==> src/rtl/ofdm_pkg.sv <==
// Shared OFDM receive-chain definitions: map-type encodings and symbol geometry lookups.
// Geometry comes from the 2-bit map type alone; blocks using it have no parameters.
package ofdm_pkg;

    localparam logic [1:0] MAP_BPSK  = 2'b00;
    localparam logic [1:0] MAP_QPSK  = 2'b01;
    localparam logic [1:0] MAP_16QAM = 2'b10;
    localparam logic [1:0] MAP_64QAM = 2'b11;

    localparam int NCBPS_MAX = 288;
    localparam int J_W       = 9;
    localparam int SEG_W     = 5;

    typedef enum logic {
        S_FILL  = 1'b0,
        S_DRAIN = 1'b1
    } deintv2_state_t;

    // Coded bits per OFDM symbol
    function automatic logic [J_W-1:0] f_ncbps(input logic [1:0] map_type);
        logic [J_W-1:0] n;
        case (map_type)
            MAP_BPSK:  n = 9'd48;
            MAP_QPSK:  n = 9'd96;
            MAP_16QAM: n = 9'd192;
            MAP_64QAM: n = 9'd288;
            default:   n = 9'd48;
        endcase
        return n;
    endfunction

    // Segment length Ncbps/16
    function automatic logic [SEG_W-1:0] f_seg_len(input logic [1:0] map_type);
        logic [SEG_W-1:0] l;
        case (map_type)
            MAP_BPSK:  l = 5'd3;
            MAP_QPSK:  l = 5'd6;
            MAP_16QAM: l = 5'd12;
            MAP_64QAM: l = 5'd18;
            default:   l = 5'd3;
        endcase
        return l;
    endfunction

    // Group size s = max(Nbpsc/2, 1)
    function automatic logic [1:0] f_s(input logic [1:0] map_type);
        logic [1:0] s;
        case (map_type)
            MAP_BPSK:  s = 2'd1;
            MAP_QPSK:  s = 2'd1;
            MAP_16QAM: s = 2'd2;
            MAP_64QAM: s = 2'd3;
            default:   s = 2'd1;
        endcase
        return s;
    endfunction

    // (m - r) mod s, valid for m < s and r < s
    function automatic logic [1:0] f_perm_idx(input logic [1:0] m,
                                              input logic [1:0] r,
                                              input logic [1:0] s);
        logic [2:0] t;
        t = {1'b0, m} + {1'b0, s} - {1'b0, r};
        if (t >= {1'b0, s}) begin
            t = t - {1'b0, s};
        end
        return t[1:0];
    endfunction

endpackage

==> src/rtl/deinterleaver_2_cnt.sv <==
// Wrapping up-counter with a run-time terminal value; cnt_last flags the final count.
module deinterleaver_2_cnt #(
    parameter int CNT_NUM = 288,
    parameter int CNT_W   = $clog2(CNT_NUM)
) (
    input  logic             clk,
    input  logic             rst_n,
    input  logic             en,
    input  logic [CNT_W-1:0] cnt_max,
    output logic [CNT_W-1:0] cnt,
    output logic             cnt_last
);

    assign cnt_last = (cnt == cnt_max);

    always_ff @(posedge clk) begin
        if (!rst_n) begin
            cnt <= '0;
        end else if (en) begin
            cnt <= cnt_last ? '0 : cnt + 1'b1;
        end
    end

endmodule

==> src/rtl/deinterleaver_2.sv <==
// Second-level OFDM deinterleaver: collects s-bit groups and emits them with the
// intra-group rotation undone, serial bit in and out with valid/ready on both sides.
//
//   state   | meaning
//   S_FILL  | accepting bits of the current group into bit_buf
//   S_DRAIN | presenting the rotated group on dout, one bit per dout handshake
module deinterleaver_2
    import ofdm_pkg::*;
(
    input  logic       clk,
    input  logic       rst_n,
    input  logic       deintv2_din,
    input  logic       deintv2_din_vld,
    output logic       deintv2_din_rdy,
    input  logic       deintv2_din_sig_flag,
    input  logic [1:0] deintv2_din_Map_Type,
    output logic       deintv2_dout,
    output logic       deintv2_dout_vld,
    input  logic       deintv2_dout_rdy,
    output logic [1:0] deintv2_dout_Map_Type
);

    deintv2_state_t   state;
    deintv2_state_t   state_nxt;

    logic             din_acc;
    logic             dout_acc;
    logic [1:0]       map_in;
    logic [1:0]       map_lat;
    logic [1:0]       map_cur;
    logic [1:0]       s_cur;
    logic [1:0]       s_grp;
    logic [SEG_W-1:0] len_cur;
    logic [J_W-1:0]   j;
    logic [J_W-1:0]   j_max;
    logic             j_first;
    logic             j_last;
    logic [SEG_W-1:0] seg_cnt;
    logic [1:0]       r;
    logic [1:0]       g;
    logic [1:0]       m;
    logic [1:0]       group_r;
    logic [2:0]       bit_buf;
    logic [2:0]       buf_nxt;
    logic             fill_done;
    logic             drain_done;
    logic             dout_q;
    logic             dout_vld_q;

    assign deintv2_din_rdy       = (state == S_FILL);
    assign deintv2_dout          = dout_q;
    assign deintv2_dout_vld      = dout_vld_q;
    assign deintv2_dout_Map_Type = map_lat;

    assign din_acc  = deintv2_din_vld & deintv2_din_rdy;
    assign dout_acc = dout_vld_q & deintv2_dout_rdy;

    // The first bit of a symbol must already see the new geometry, so bypass the latch at j==0.
    assign map_in  = deintv2_din_sig_flag ? MAP_BPSK : deintv2_din_Map_Type;
    assign j_first = (j == '0);
    assign map_cur = j_first ? map_in : map_lat;
    assign s_cur   = f_s(map_cur);
    assign len_cur = f_seg_len(map_cur);
    assign j_max   = f_ncbps(map_cur) - 9'd1;
    assign s_grp   = f_s(map_lat);

    assign fill_done  = din_acc && (g == s_cur - 2'd1);
    assign drain_done = dout_acc && (m == s_grp - 2'd1);

    deinterleaver_2_cnt #(
        .CNT_NUM (NCBPS_MAX),
        .CNT_W   (J_W)
    ) u_j_cnt (
        .clk      (clk),
        .rst_n    (rst_n),
        .en       (din_acc),
        .cnt_max  (j_max),
        .cnt      (j),
        .cnt_last (j_last)
    );

    always_comb begin
        buf_nxt    = bit_buf;
        buf_nxt[g] = deintv2_din;
    end

    always_ff @(posedge clk) begin
        if (!rst_n) begin
            state <= S_FILL;
        end else begin
            state <= state_nxt;
        end
    end

    always_comb begin
        state_nxt = state;
        case (state)
            S_FILL:  if (fill_done)  state_nxt = S_DRAIN;
            S_DRAIN: if (drain_done) state_nxt = S_FILL;
            default: state_nxt = S_FILL;
        endcase
    end

    // Input side: geometry latch, segment/rotation tracking and group buffer
    always_ff @(posedge clk) begin
        if (!rst_n) begin
            map_lat <= MAP_BPSK;
            seg_cnt <= '0;
            r       <= '0;
            g       <= '0;
            group_r <= '0;
            bit_buf <= '0;
        end else if (din_acc) begin
            bit_buf <= buf_nxt;
            if (j_first) begin
                map_lat <= map_in;
            end
            if (j_last) begin
                seg_cnt <= '0;
                r       <= '0;
            end else if (seg_cnt == len_cur - 5'd1) begin
                seg_cnt <= '0;
                r       <= (r == s_cur - 2'd1) ? 2'd0 : r + 2'd1;
            end else begin
                seg_cnt <= seg_cnt + 5'd1;
            end
            if (fill_done) begin
                g       <= '0;
                group_r <= r;
            end else begin
                g <= g + 2'd1;
            end
        end
    end

    // Output side: first bit comes straight from the completing write so it is valid next cycle
    always_ff @(posedge clk) begin
        if (!rst_n) begin
            dout_q     <= 1'b0;
            dout_vld_q <= 1'b0;
            m          <= '0;
        end else if (fill_done) begin
            dout_q     <= buf_nxt[f_perm_idx(2'd0, r, s_cur)];
            dout_vld_q <= 1'b1;
            m          <= '0;
        end else if (drain_done) begin
            dout_vld_q <= 1'b0;
            m          <= '0;
        end else if (dout_acc) begin
            dout_q <= bit_buf[f_perm_idx(m + 2'd1, group_r, s_grp)];
            m      <= m + 2'd1;
        end
    end

endmodule

==> config.mk <==
export PLATFORM = sky130hd
export DESIGN_NAME = deinterleaver_2
export DESIGN_NICKNAME = d
export VERILOG_FILES = /design/src/rtl/ofdm_pkg.sv /design/src/rtl/deinterleaver_2_cnt.sv /design/src/rtl/deinterleaver_2.sv
export SDC_FILE = /design/constraint.sdc
export NUM_CORES = 1
export LEC_CHECK = 0
export BUFFER_PORTS_ARGS = -buffer_cell sky130_fd_sc_hd__clkbuf_2
export CAP_MARGIN = 25
export CORE_ASPECT_RATIO = 1.5
export CORE_MARGIN = 5
export CORE_UTILIZATION = 61
export DETAILED_ROUTE_END_ITERATION = 10
export HOLD_SLACK_MARGIN = 0.1
export PLACE_DENSITY = 0.89
export SYNTH_ARGS = -nofsm -noshare
export SYNTH_HDL_FRONTEND = slang
export SYNTH_SLANG_ARGS = --single-unit
==> constraint.sdc <==
create_clock -name clk -period 4.16 [get_ports clk]
set_input_delay 0.624 -clock clk [delete_from_list [all_inputs] [get_ports clk]]
set_output_delay 0.624 -clock clk [all_outputs]
set_load 0.005 [all_outputs]
==> results.toml <==
[run_status]
status = "complete, no violations"

[synthesis]
syn_avg_cell_area_um2 = 8.20
syn_nets = 307
synth_cells = 283
yosysWarningCount = 0
synth-edff-count = 0
ys.flop_type = "dfxtp_1"
ys_ff_latch = 30
synthTopCellsByArea = "dfxtp_1 (26%), ha_1 (7.0%), nand2_1 (5.8%), mux2i_1 (3.9%), inv_1 (3.7%)"
synth_cell_types = 56
synth.most_common_cell = "nand2_1"
synth_top_area_cell = "dfxtp_1"
synth_common_cells = "nand2_1 (36), dfxtp_1 (30), inv_1 (23), nor2_1 (21)"
ys_async_sr_fraction = 0
yosysTopAreaCellShare = 0.259
synth-seq-area-share = 0.259
syn-cell-area_um2 = 2320

[sta]
period_minus_slack_ns = 3.58
hold_violations = 0
fin_skew_ns = 0.00981
slew_viol_final = 0
fmax_mhz = 279
setup_viol = 0
holdWs_ns = 0.455
finalCritPeriodShare = 0.861
slew_headroom = 0.494
worst_pin_slew_ns = 0.741
finalSetupTns_ns = 0
rsz0062_at_grt = "no"

[clock_network]
cts_resized = 0
path_clk_slew_ns = 0.06
clk_latency_ns = 0.30
numCtsBuffers = 5
h-tree-depth = 2
cts_tree = "yes"
cts_hold_buf = 0
postCtsSetupBuffers = 0
cts_sinks = 30
cts_buffer_depth = 2
root_buffer = "clkbuf_8"

[setup_path]
crit_fanout = 6
worstSetupPathType = "flop to flop"
end_kind = "flop"
critical_path_required_ns = 4.36
critPathLaunchType = "flop"
critPathArrivalTime_ns = 3.78

[drt]
ant_nets = 0
drt_first_iter_violations = 52
route.detailed.drc = 0
first_pass_iters = 4
via_count = 2035
vias_per_cell = 6.04
routed_wl_um = 5250
wire_per_inst_um = 15.6

[placement]
port_buffers = 12
gp_congestion = 0.876
place_hpwl_um = 3850
dpl.cell_count = 329

[grt]
grt_pass1_wl_um = 8900
gr-total-overflow = 0
grt_max_degree = 22
grt_pass1_vias = 1949
antenna_found_initial = 0
grt_use_total = 0.227

[die]
start_util = 0.630
dieArea_um2 = 5160
die_h_um = 85.5
die-width_um = 60.4
row_count = 27
ios = 13
coreArea_um2 = 3680

[final_layout]
drive_gt1_frac = 0.133
multi_input_area_um2 = 1550
layout.nets = 317
fill_cells = 302
stdcell_count = 337
area_delta_synth_final_pct = 6.85
n_antenna_cell = 0
regArea_um2 = 601

[power_and_ir_drop]
power_density_nw_per_um2 = 368
p_total_mw = 0.911
peakVddDrop_mv = 0.362
p_leak_nw = 0.975

[run]
cap_viol_max_count = 0

[worst_hold_path]
hp-class = "flop to flop"
[critical path, stage by stage (launching register included)]
cell and delay, ns:
dfxtp_1 0.37, inv_1 0.08, ha_1 0.29, nor4b_1 0.19
and3_1 0.24, a31oi_1 0.40, inv_1 0.09, ha_1 0.20
fa_1 0.35, nor3_1 0.22, nand2_1 0.08, o21ai_0 0.19
mux2i_1 0.24, o211ai_1 0.10, mux2_1 0.32, o32ai_1 0.12
[layer usage]
layer / part of all wire / vias up / GRT usage
met5: 0 / - / 0
met4: 0.030 / 0 / 0.109
met3: 0.037 / 14 / 0.0407
met2: 0.52 / 42 / 0.391
met1: 0.41 / 968 / 0.261
li1: - / 1011 / -
[cells in the final DEF (no fill, tap or decap), types with 9 or more instances in the layout]
| master | n |
|---|---|
| a21oi_1 | 12 |
| clkbuf_2 | 12 |
| dfxtp_1 | 30 |
| ha_1 | 13 |
| inv_1 | 23 |
| mux2i_1 | 9 |
| nand2_1 | 36 |
| nand2b_1 | 9 |
| nand3_1 | 13 |
| nor2_1 | 21 |
| o21ai_0 | 13 |
| xor2_1 | 9 |
[power breakdown]
part           internal, mW  total, mW  leakage [nW]  switching (mW)
clock network         0.176      0.298        0.0579           0.122
logic                 0.117      0.283         0.673           0.166
registers             0.306      0.330         0.244          0.0239
total                 0.599      0.911         0.975           0.312
[cell families after synthesis]
family	synth area share
DFF	0.259
buffers and inverters	0.0744
xor gates and xnor gates	0.0491
and+or+nand+nor	0.270
muxes	0.0561
adders and majority gates	0.0960
AOI/OAI and AO/OA	0.196
[path summary, 6_finish.rpt]
check | endpoint | from | slack (ns) | cells after the start
worst max-delay path | deintv2_dout$_SDFFE_PN0P_ | u_j_cnt.cnt[0]$_SDFFE_PN0P_ | 0.58 | 15
worst min-delay path | bit_buf[1]$_SDFFE_PN0P_ | bit_buf[1]$_SDFFE_PN0P_ | 0.46 | 2
worst max register to register | deintv2_dout$_SDFFE_PN0P_ | u_j_cnt.cnt[0]$_SDFFE_PN0P_ | 0.58 | 15
worst min register to register | bit_buf[1]$_SDFFE_PN0P_ | bit_buf[1]$_SDFFE_PN0P_ | 0.46 | 2
[through the flow]
step                worst slack [ns]  instance area (µm²)  utilization
finish                         0.578                 2480        0.673
global route                   0.279                 2480        0.673
CTS                            0.618                 2480        0.673
detailed placement             0.614                 2370        0.644
global placement               0.791                 2370        0.644
floorplan                      0.880                 2320            -
[registers in the layout (all words and copies together) (netlist names)]
| signal | flops |
|---|---|
| u_j_cnt.cnt | 9 |
| seg_cnt | 5 |
| bit_buf | 3 |
| deintv2_dout_Map_Type | 2 |
| g | 2 |
| group_r | 2 |
| m | 2 |
| r | 2 |
| deintv2_dout | 1 |
| deintv2_dout_vld | 1 |
| state | 1 |
[layout make-up]
class / instances / area share
multi-input cells: 218 / 0.624
flip-flops and latches: 30 / 0.242
inverters: 23 / 0.0348
repair buffers: 15 / 0.0333
clock buffers: 5 / 0.0278
well taps: 43 / 0.0217
clock inverters: 3 / 0.0162
No activity file was read; power rests on OpenSTA's default activity.
